### src/rtl/cdb_arbiter_if.sv
// Producer handshakes and common-data-bus broadcast shared between the producers and cdb_arbiter.
// master = producer/observer side, slave = arbiter side.
interface cdb_arbiter_if #(
    parameter int unsigned ENTRY_W = 5
);
    logic               alu_valid;
    logic               alu_ready;
    logic [ENTRY_W-1:0] alu_entry;
    logic [31:0]        alu_result;
    logic [31:0]        alu_pc;

    logic               ld_valid;
    logic               ld_ready;
    logic [ENTRY_W-1:0] ld_entry;
    logic [31:0]        ld_result;

    logic               st_valid;
    logic               st_ready;
    logic [ENTRY_W-1:0] st_entry;

    logic               cdb_valid;
    logic [1:0]         cdb_kind;
    logic [ENTRY_W-1:0] cdb_entry;
    logic [31:0]        cdb_result;
    logic [31:0]        cdb_pc;

    modport master (
        output alu_valid, alu_entry, alu_result, alu_pc,
        output ld_valid, ld_entry, ld_result,
        output st_valid, st_entry,
        input  alu_ready, ld_ready, st_ready,
        input  cdb_valid, cdb_kind, cdb_entry, cdb_result, cdb_pc
    );

    modport slave (
        input  alu_valid, alu_entry, alu_result, alu_pc,
        input  ld_valid, ld_entry, ld_result,
        input  st_valid, st_entry,
        output alu_ready, ld_ready, st_ready,
        output cdb_valid, cdb_kind, cdb_entry, cdb_result, cdb_pc
    );
endinterface

### src/rtl/cdb_arbiter.sv
// Serialises ALU, load and store-address completions onto one registered CDB through
// per-source FIFOs drained by a round-robin arbiter (ALU -> LOAD -> STORE).
module cdb_arbiter #(
    parameter int unsigned FIFO_DEPTH = 4,
    parameter int unsigned ENTRY_W    = 5
) (
    input  logic           clk_in,
    input  logic           rst_in,
    input  logic           rdy_in,
    input  logic           roll_back,
    cdb_arbiter_if.slave   bus
);
    localparam int unsigned NSRC  = 3;
    localparam int unsigned PTR_W = $clog2(FIFO_DEPTH);

    localparam logic [PTR_W:0]   FULL_CNT = (PTR_W+1)'(FIFO_DEPTH);
    localparam logic [PTR_W:0]   CNT_ONE  = (PTR_W+1)'(1);
    localparam logic [PTR_W-1:0] PTR_ONE  = PTR_W'(1);

    typedef enum logic [1:0] {
        KIND_ALU   = 2'd0,
        KIND_LOAD  = 2'd1,
        KIND_STORE = 2'd2
    } kind_e;

    typedef struct packed {
        logic [ENTRY_W-1:0] entry;
        logic [31:0]        result;
        logic [31:0]        pc;
    } item_t;

    item_t            mem_q    [NSRC][FIFO_DEPTH];
    item_t            mem_d    [NSRC][FIFO_DEPTH];
    logic [PTR_W-1:0] wr_ptr_q [NSRC];
    logic [PTR_W-1:0] wr_ptr_d [NSRC];
    logic [PTR_W-1:0] rd_ptr_q [NSRC];
    logic [PTR_W-1:0] rd_ptr_d [NSRC];
    logic [PTR_W:0]   count_q  [NSRC];
    logic [PTR_W:0]   count_d  [NSRC];
    logic [1:0]       rr_ptr_q, rr_ptr_d;
    logic             cdb_valid_q, cdb_valid_d;
    kind_e            cdb_kind_q, cdb_kind_d;
    item_t            cdb_item_q, cdb_item_d;

    item_t            item_in [NSRC];
    logic [NSRC-1:0]  valid_in;
    logic [NSRC-1:0]  ready;
    logic [NSRC-1:0]  push;
    logic [NSRC-1:0]  pop;
    logic             advance;
    logic             grant_vld;
    logic [1:0]       grant_idx;
    logic [1:0]       cand;

    // Unused fields are zero at the source, so STORE result and non-ALU pc broadcast as 0.
    always_comb begin
        item_in[0] = {bus.alu_entry, bus.alu_result, bus.alu_pc};
        item_in[1] = {bus.ld_entry, bus.ld_result, 32'd0};
        item_in[2] = {bus.st_entry, 64'd0};
        valid_in   = {bus.st_valid, bus.ld_valid, bus.alu_valid};
    end

    always_comb begin
        advance   = rdy_in && !roll_back;
        grant_vld = 1'b0;
        grant_idx = '0;
        cand      = '0;
        for (int unsigned k = 0; k < NSRC; k++) begin
            cand = 2'((32'(rr_ptr_q) + k) % NSRC);
            if (!grant_vld && count_q[cand] != '0) begin
                grant_vld = 1'b1;
                grant_idx = cand;
            end
        end
        for (int unsigned i = 0; i < NSRC; i++) begin
            ready[i] = advance && (count_q[i] < FULL_CNT);
            push[i]  = valid_in[i] && ready[i];
            pop[i]   = advance && grant_vld && (grant_idx == 2'(i));
        end
    end

    always_comb begin
        mem_d       = mem_q;
        wr_ptr_d    = wr_ptr_q;
        rd_ptr_d    = rd_ptr_q;
        count_d     = count_q;
        rr_ptr_d    = rr_ptr_q;
        cdb_valid_d = cdb_valid_q;
        cdb_kind_d  = cdb_kind_q;
        cdb_item_d  = cdb_item_q;
        if (roll_back) begin
            for (int unsigned i = 0; i < NSRC; i++) begin
                wr_ptr_d[i] = '0;
                rd_ptr_d[i] = '0;
                count_d[i]  = '0;
            end
            rr_ptr_d    = '0;
            cdb_valid_d = 1'b0;
        end else if (rdy_in) begin
            for (int unsigned i = 0; i < NSRC; i++) begin
                if (push[i]) begin
                    mem_d[i][wr_ptr_q[i]] = item_in[i];
                    wr_ptr_d[i]           = wr_ptr_q[i] + PTR_ONE;
                end
                if (pop[i])
                    rd_ptr_d[i] = rd_ptr_q[i] + PTR_ONE;
                if (push[i] && !pop[i])
                    count_d[i] = count_q[i] + CNT_ONE;
                else if (!push[i] && pop[i])
                    count_d[i] = count_q[i] - CNT_ONE;
            end
            cdb_valid_d = grant_vld;
            if (grant_vld) begin
                cdb_kind_d = kind_e'(grant_idx);
                cdb_item_d = mem_q[grant_idx][rd_ptr_q[grant_idx]];
                rr_ptr_d   = (grant_idx == 2'd2) ? 2'd0 : grant_idx + 2'd1;
            end
        end
    end

    always_ff @(posedge clk_in) begin
        if (rst_in) begin
            mem_q       <= '{default: '0};
            wr_ptr_q    <= '{default: '0};
            rd_ptr_q    <= '{default: '0};
            count_q     <= '{default: '0};
            rr_ptr_q    <= '0;
            cdb_valid_q <= 1'b0;
            cdb_kind_q  <= KIND_ALU;
            cdb_item_q  <= '0;
        end else begin
            mem_q       <= mem_d;
            wr_ptr_q    <= wr_ptr_d;
            rd_ptr_q    <= rd_ptr_d;
            count_q     <= count_d;
            rr_ptr_q    <= rr_ptr_d;
            cdb_valid_q <= cdb_valid_d;
            cdb_kind_q  <= cdb_kind_d;
            cdb_item_q  <= cdb_item_d;
        end
    end

    assign bus.alu_ready  = ready[0];
    assign bus.ld_ready   = ready[1];
    assign bus.st_ready   = ready[2];
    assign bus.cdb_valid  = cdb_valid_q;
    assign bus.cdb_kind   = cdb_kind_q;
    assign bus.cdb_entry  = cdb_item_q.entry;
    assign bus.cdb_result = cdb_item_q.result;
    assign bus.cdb_pc     = cdb_item_q.pc;
endmodule

### src/flat_wrapper.sv
// flat-port wrapper written by rule: the top's interface ports become plain ports
module cdb_arbiter_flat 
#(
    parameter int unsigned FIFO_DEPTH = 4,
    parameter int unsigned ENTRY_W    = 5
)
  (clk_in, rst_in, rdy_in, roll_back, bus_alu_valid, bus_alu_entry, bus_alu_result, bus_alu_pc, bus_ld_valid, bus_ld_entry, bus_ld_result, bus_st_valid, bus_st_entry, bus_alu_ready, bus_ld_ready, bus_st_ready, bus_cdb_valid, bus_cdb_kind, bus_cdb_entry, bus_cdb_result, bus_cdb_pc);
  cdb_arbiter_if #(.ENTRY_W(ENTRY_W)) bus_i ();
  input  logic clk_in;
  input  logic rst_in;
  input  logic rdy_in;
  input  logic roll_back;
  input wire logic [$bits(bus_i.alu_valid)-1:0] bus_alu_valid;
  input wire logic [$bits(bus_i.alu_entry)-1:0] bus_alu_entry;
  input wire logic [$bits(bus_i.alu_result)-1:0] bus_alu_result;
  input wire logic [$bits(bus_i.alu_pc)-1:0] bus_alu_pc;
  input wire logic [$bits(bus_i.ld_valid)-1:0] bus_ld_valid;
  input wire logic [$bits(bus_i.ld_entry)-1:0] bus_ld_entry;
  input wire logic [$bits(bus_i.ld_result)-1:0] bus_ld_result;
  input wire logic [$bits(bus_i.st_valid)-1:0] bus_st_valid;
  input wire logic [$bits(bus_i.st_entry)-1:0] bus_st_entry;
  output wire logic [$bits(bus_i.alu_ready)-1:0] bus_alu_ready;
  output wire logic [$bits(bus_i.ld_ready)-1:0] bus_ld_ready;
  output wire logic [$bits(bus_i.st_ready)-1:0] bus_st_ready;
  output wire logic [$bits(bus_i.cdb_valid)-1:0] bus_cdb_valid;
  output wire logic [$bits(bus_i.cdb_kind)-1:0] bus_cdb_kind;
  output wire logic [$bits(bus_i.cdb_entry)-1:0] bus_cdb_entry;
  output wire logic [$bits(bus_i.cdb_result)-1:0] bus_cdb_result;
  output wire logic [$bits(bus_i.cdb_pc)-1:0] bus_cdb_pc;
  assign bus_i.alu_valid = bus_alu_valid;
  assign bus_i.alu_entry = bus_alu_entry;
  assign bus_i.alu_result = bus_alu_result;
  assign bus_i.alu_pc = bus_alu_pc;
  assign bus_i.ld_valid = bus_ld_valid;
  assign bus_i.ld_entry = bus_ld_entry;
  assign bus_i.ld_result = bus_ld_result;
  assign bus_i.st_valid = bus_st_valid;
  assign bus_i.st_entry = bus_st_entry;
  assign bus_alu_ready = bus_i.alu_ready;
  assign bus_ld_ready = bus_i.ld_ready;
  assign bus_st_ready = bus_i.st_ready;
  assign bus_cdb_valid = bus_i.cdb_valid;
  assign bus_cdb_kind = bus_i.cdb_kind;
  assign bus_cdb_entry = bus_i.cdb_entry;
  assign bus_cdb_result = bus_i.cdb_result;
  assign bus_cdb_pc = bus_i.cdb_pc;
  cdb_arbiter #(.FIFO_DEPTH(FIFO_DEPTH), .ENTRY_W(ENTRY_W)) u_core (.clk_in(clk_in), .rst_in(rst_in), .rdy_in(rdy_in), .roll_back(roll_back), .bus(bus_i));
endmodule
### config.mk
export PLATFORM = sky130hd
export DESIGN_NAME = cdb_arbiter_flat
export DESIGN_NICKNAME = d
export VERILOG_FILES = /design/src/rtl/cdb_arbiter_if.sv /design/src/rtl/cdb_arbiter.sv /design/src/flat_wrapper.sv
export SDC_FILE = /design/constraint.sdc
export NUM_CORES = 1
export LEC_CHECK = 0
export CORE_ASPECT_RATIO = 1.25
export CORE_MARGIN = 4
export CORE_UTILIZATION = 62
export DETAILED_ROUTE_END_ITERATION = 8
export GPL_TIMING_DRIVEN = 1
export HOLD_SLACK_MARGIN = 0.06
export PLACE_DENSITY = 0.93
export SLEW_MARGIN = 20
export SYNTH_ARGS = -nofsm -noshare
export SYNTH_HDL_FRONTEND = slang
export SYNTH_SLANG_ARGS = --single-unit
export TNS_END_PERCENT = 50
### constraint.sdc
create_clock -name clk_in -period 5.31 [get_ports clk_in]
set_input_delay 1.3275 -clock clk_in [delete_from_list [all_inputs] [get_ports clk_in]]
set_output_delay 1.3275 -clock clk_in [all_outputs]
set_load 0.005 [all_outputs]
* Yosys cells after proc, flatten, opt, wreduce, memory -nomap -nowiden
Index checks and enable logic that the tools add are counted. Widths: inputs -> output; s select.
Storage, ports and cells: logic and storage cells 187, bits in registers 923, output and inout bits 75, input port bits 118, bits in latches 0, memory bits (writable) 0, memories kept 0, memory bits (read-only) 0
Operators by class: bitwise operators 9, reductions and logical operators 53, $lt $le $gt $ge 14, mux-type cells 40, add/sub/neg operators 15, eq/ne operators 2, shifts and indexed selects 0, multiply operators 0, divide/modulo/power cells 3
Operators by type and width (count):
- $bwmux 276 | 3
- $bmux 276 s2 | 1
- $mux 276 | 2
- $demux 69 s2 | 3
- $mux 69 | 5
- $bmux 69 s2 | 1
- $mod 32x2->32 const B | 2
- $mux 3 | 12
- $mod 2x2->32 const B | 1
- $ge 3x3->1 const B | 8
- $not 2->3 | 8
- $logic_and 1x1->1 | 22
- $reduce_and 2->1 | 10
- $bmux 3 s2 | 3
- $add 2x1->2 const B | 7
- $mux 2 | 6
- $reduce_and 3->1 | 4
- $add 3x1->3 const B | 3
- $logic_not 1->1 | 9
- $lt 3x1->1 const B | 3
- $lt 3x3->1 const B | 3
- $reduce_bool 3->1 | 3
- $sub 3x1->3 const B | 3
- $reduce_bool 2->1 | 3
- 9 further kinds | 11

* Longest topological paths before layout
depth in word-level cells 21, depth in mapped cells 18, mapped depth without buffers 14

* Least setup slack after synthesis
OpenSTA, ideal clock, no wires.
path kind input-to-reg, start input port roll_back, end register u_core.count_q[2] (netlist name), library setup time 0.128 ns, arrival 3.376 ns, path slack 1.807 ns, cell stages on the path 12, required time 5.182 ns, buffers on the path 2, cell sequence nand2b_1 > nor2_1 > and2_1 > clkbuf_1 > clkbuf_1 > ha_1 > inv_1 > fa_1 > xnor2_1 > nand2_1 > xor2_1 > nor2_1
Between the ends: word-level cells in the longest chain between the ends 8, elaborated cells between the ends (all ways) 14, those cells by class mux: 1; reduce/logical: 13
RTL lines:
- from (decl) | RTL line flat_wrapper.sv:12 | input logic roll_back;
- $logic_not 1->1 * | RTL line cdb_arbiter.sv:64 | advance = rdy_in && !roll_back;
- $logic_and 1x1->1 * | RTL line cdb_arbiter.sv:64
- $logic_and 1x1->1 * | RTL line cdb_arbiter.sv:76 | ready[i] = advance && (count_q[i] < FULL_CNT);
- named net bus_st_ready | RTL line flat_wrapper.sv:24 | output wire logic [$bits(bus_i.st_ready)-1:0] bus_st_ready;
- $logic_and 1x1->1 * | RTL line cdb_arbiter.sv:77 | push[i] = valid_in[i] && ready[i];
- $logic_not 1->1 | RTL line cdb_arbiter.sv:109 | else if (!push[i] && pop[i])
- $logic_and 1x1->1 | RTL line cdb_arbiter.sv:109
- $reduce_bool 2->1 (no source line)
- $reduce_and 2->1 (no source line)
- to (signal assigned) | RTL line cdb_arbiter.sv:135 | count_q <= count_d;
- to (decl) | RTL line cdb_arbiter.sv:38 | logic [PTR_W:0] count_q [NSRC];
The timed path passes the listed nets; every way through them passes the cells marked *. A chain may end at the register's enable or synchronous reset.

* Final worst setup path
start input port rdy_in, end output port bus_alu_ready
Between the ends: word-level cells in the longest chain between the ends 2
RTL lines:
- from (decl) | RTL line flat_wrapper.sv:11 | input logic rdy_in;
- $logic_and 1x1->1 | RTL line cdb_arbiter.sv:64
- $logic_and 1x1->1 | RTL line cdb_arbiter.sv:76
- to (decl) | RTL line flat_wrapper.sv:22 | output wire logic [$bits(bus_i.alu_ready)-1:0] bus_alu_ready;
Every way passes these cells.

==> reports/summary.md <==
The floorplan step set the die height to 222 µm. The share of total power dissipated in combinational logic is 6.6%. The longest clock path from root to sink contains 3 buffers. In this run the power density over the cells is 319 nW/µm².

The proportion of netlist area held by the largest area contributor came out at 47.6%. The run gives 0 as the count of maximum capacitance violations. The final total negative setup slack was 0 ns. The path class of the tightest hold or removal check is flip-flop to flip-flop. Post-CTS repair changed the size of 0 cells. After layout, the worst path uses 83.3% of the clock period. A synthesized cell averages 7.93 µm². The initial standard-cell utilization of the core was 62.6%.

The logs give 0 for the setup-violating endpoint count in the final report and 70.6 mm for the total wire length after detailed routing. The die covers 39,700 µm². Critical path's most frequent cell: sky130_fd_sc_hd__clkdlybuf4s50_1.

When the netlist entered floorplanning its net count stood at 3,001. The top cell types in the final layout, fill and taps aside, are 991 x sky130_fd_sc_hd__nand2_1, 539 x sky130_fd_sc_hd__dfxtp_1, 483 x sky130_fd_sc_hd__a21oi_1, 191 x sky130_fd_sc_hd__clkdlybuf4s50_1, 148 x sky130_fd_sc_hd__mux2i_1. In this run the worst path has a maximum fanout of 7. The tools report the worst voltage drop across the vdd grid as 309 µV. STA classifies the critical path startpoint as an input port. The run gives 22,700 µm² as the post-synthesis instance area. The worst setup path is captured at an output port. The clock drives 539 sinks. In the final routed layout, each cell accounts on average for 20.5 µm.

The slowest stage of the critical path is the sky130_fd_sc_hd__clkdlybuf4s50_1 cell. The detailed router finished its first iteration with 2,588 violations. The most used flip-flop cell after synthesis is sky130_fd_sc_hd__dfxtp_1. TritonCTS built the clock tree. During synthesis, Yosys emitted a total of 0 warnings. Normalized max-slew margin: 26.8%. The maximum number of pins on one net before global-route repair is 137, and the number of levels in the clock H-tree is 2.

The run finished with clean final reports. The number of enable flip-flop cells after synthesis is 0. The total overflow left after global routing is 0.

The count of buffer and inverter cells on the critical path works out to 2. The critical path goes through clkdlybuf4s50_1, nand2b_1, nor2_1, clkdlybuf4s50_1. The final route contains 21,900 vias. For this run, the top clock speed supported by timing is 226 MHz. The floorplan row count is 78, and the overall global routing resource usage is 33.8%.

Per report_power, the sequential group accounts for 48.6% of the total. After floorplanning, the core was sized to cover 36,200 µm². On the critical path the largest part of the delay comes from buffers and inverters.

Total design power: 8.45 mW. The number of input and output port buffers inserted was 192; the sequential area share after synthesis was 47.6%. STA puts the critical path data arrival time at 3.10 ns. The root buffer cell was sky130_fd_sc_hd__clkbuf_16. The first detailed-routing pass ran for 6 iterations. The critical path is of the input port to output port type. For this run, the slowest stage of the critical path takes 0.60 ns. The run gives 0.0168 ns as the worst setup skew after layout.

The tools report the number of global-route vias before repair as 21,800. Max-slew violation count: 0. Net switching is 23.3% of the power.

For this design the total switching power over the nets is 1.97 mW. The instance count of the mapped netlist was 2,861. The share of layout cells above drive strength 1 was 5.10%. Setup repair after global routing left no endpoint under its margin. The post-CTS clock slew at the launch and capture registers of the worst setup and hold paths was 0.06 ns.

The number of placed I/O pins was 193; the post-synthesis sequential element count was 539. The tools report the leakage power of the design as 9.03 nW. Compared with the post-synthesis result, the final layout area differs by 16.8%.

Leaving out fill and tap cells, the most frequent cell in the layout is sky130_fd_sc_hd__nand2_1. The tools report the later-pin clock latency in the skew report as 0.58 ns. The average vias per placed instance was 6.36; the slew of the pin with the lowest slew margin was 1.10 ns. Ranked by total cell area, the synthesized netlist is headed by sky130_fd_sc_hd__dfxtp_1 48%, sky130_fd_sc_hd__nand2_1 16%, sky130_fd_sc_hd__a21oi_1 11%.

The distinct cell type count after synthesis is 57. The run gives 13 as the initial antenna violation count. The logs give 0 for the final hold violation count and 0 for the remaining number of nets flagged by the antenna check after routing. For the post-CTS setup-driven buffer insertion count, the log shows 0. sky130_fd_sc_hd__dfxtp_1 takes more of the synthesized area than any other cell. For this run, the post-layout net count is 3,060.

The critical path data required time was 3.98 ns; the post-detailed-route DRC marker count was 0. The run gives 40.9 mm as the post-detailed-placement half-perimeter wirelength. The share of flip-flops with an asynchronous set or reset was 0%; the final weighted congestion of routability-driven global placement was 0.938. The logs give 110 mm for the wire length of the first global-routing pass and 50 for the total clock buffers created by CTS. The run gives 0 as the number of buffers added to fix hold violations after cts. The time the final worst path needs with I/O delays and setup is 4.43 ns, and the x dimension of the die is 179 µm. The internal power is 6.49 mW, and the share of power burned in the clock network is 44.7%.
==> state kept, by name, summed over array words and instances, names as in the netlist <==
register               flops
u_core.bus.cdb_entry       5
u_core.rd_ptr_q            6
u_core.wr_ptr_q            6
u_core.bus.cdb_valid       1
u_core.rr_ptr_q            2
u_core.bus.cdb_pc         32
u_core.mem_q             444
u_core.bus.cdb_kind        2
u_core.count_q             9
u_core.bus.cdb_result     32
==> power by group through the flow <==
stage / sequential (mW) / combinational (mW) / clock, mW
floorplan: 4.19 / 0.284 / 0
global placement: 4.20 / 0.524 / 0
detailed placement: 4.20 / 0.539 / 0
CTS: 4.11 / 0.545 / 3.78
global route: 4.11 / 0.594 / 3.93
finish: 4.11 / 0.561 / 3.78
==> area by class of cell <==
type / instances / area, µm²
timing repair buffer: 234 / 2280
tap: 480 / 601
inverter: 24 / 90.1
fill: 2395 / 9720
antenna: 9 / 22.5
clock inverter: 19 / 233
multi-input combinational: 2071 / 11000
sequential: 539 / 10800
clock buffer: 73 / 1500
==> final timing paths <==
path,cells after the start,from,slack (ns),to
max,4,rdy_in,0.88,bus_alu_ready
min,2,u_core.mem_q[683],0.45,u_core.mem_q[683]
max reg2reg,9,u_core.rr_ptr_q[0],1.21,u_core.bus.cdb_result[25]
min reg2reg,2,u_core.mem_q[683],0.45,u_core.mem_q[683]
==> metal layers <==
| layer | part of all wire [%] | GRT usage, % | vias up |
|---|---|---|---|
| met5 | 0.082 | 0 | - |
| met4 | 6.0 | 21.7 | 10 |
| met3 | 10 | 7.37 | 372 |
| met2 | 48 | 55.9 | 1409 |
| met1 | 35 | 39.1 | 10300 |
| li1 | - | - | 9808 |
==> cell usage after synthesis (all sizes together), types with 2 or more instances <==
cell and instances:
nor3 9, nor2b 7, o311ai 4, o21ai 7, o32ai 4, nand3 60, or3 4, clkbuf 173
nand2b 8, a221o 32, o22ai 2, a21o 4, o221ai 32, a211oi 85, o31ai 2, inv 24
ha 19, xor2 7, xnor2 11, o21a 2, nor4b 4, buf 54, nor2 50, and2 5
mux2i 148, nand4 3, fa 3, o211ai 2, a311o 3, and3 45, dfxtp 539, a21oi 485
nand2 996, a311oi 3, o211a 3, or2 3, a211o 6, a2111oi 2, nor4 3
==> per-stage QoR <==
step	cell area [µm²]	setup slack [ns]	hold slack, ns	std cells	utilization [%]
after global placement	24700	0.979	0.437	3348	68.3
after floorplan	22700	1.81	0.432	2861	-
final	26500	0.885	0.452	3449	73.1
after global routing	26500	0.830	0.471	3448	73.1
after detailed placement	24700	0.905	0.444	3348	68.3
after CTS	26500	0.903	0.453	3440	73.1
==> worst register-to-register path, delay by kind of cell (launching register included) <==
kind / cells / cell delay, ns
compound gates: 5 / 2.18
flops: 1 / 0.35
buf+inv: 2 / 0.89
fa+ha+maj: 1 / 0.42
simple gates: 1 / 0.21
==> cells by family (layout without fill, tap and decap cells) <==
group / after synthesis / count (layout) / synth area share (%)
compound gates: 683 / 683 / 18.1
xor+xnor: 18 / 18 / 0.695
fa+ha+maj: 22 / 22 / 1.31
buf+inv: 251 / 350 / 4.42
flops: 539 / 539 / 47.6
mux: 149 / 149 / 6.58
other cells: 0 / 9 / 0
simple gates: 1199 / 1199 / 21.3
Note: power is estimated with default switching activity, not from simulation.
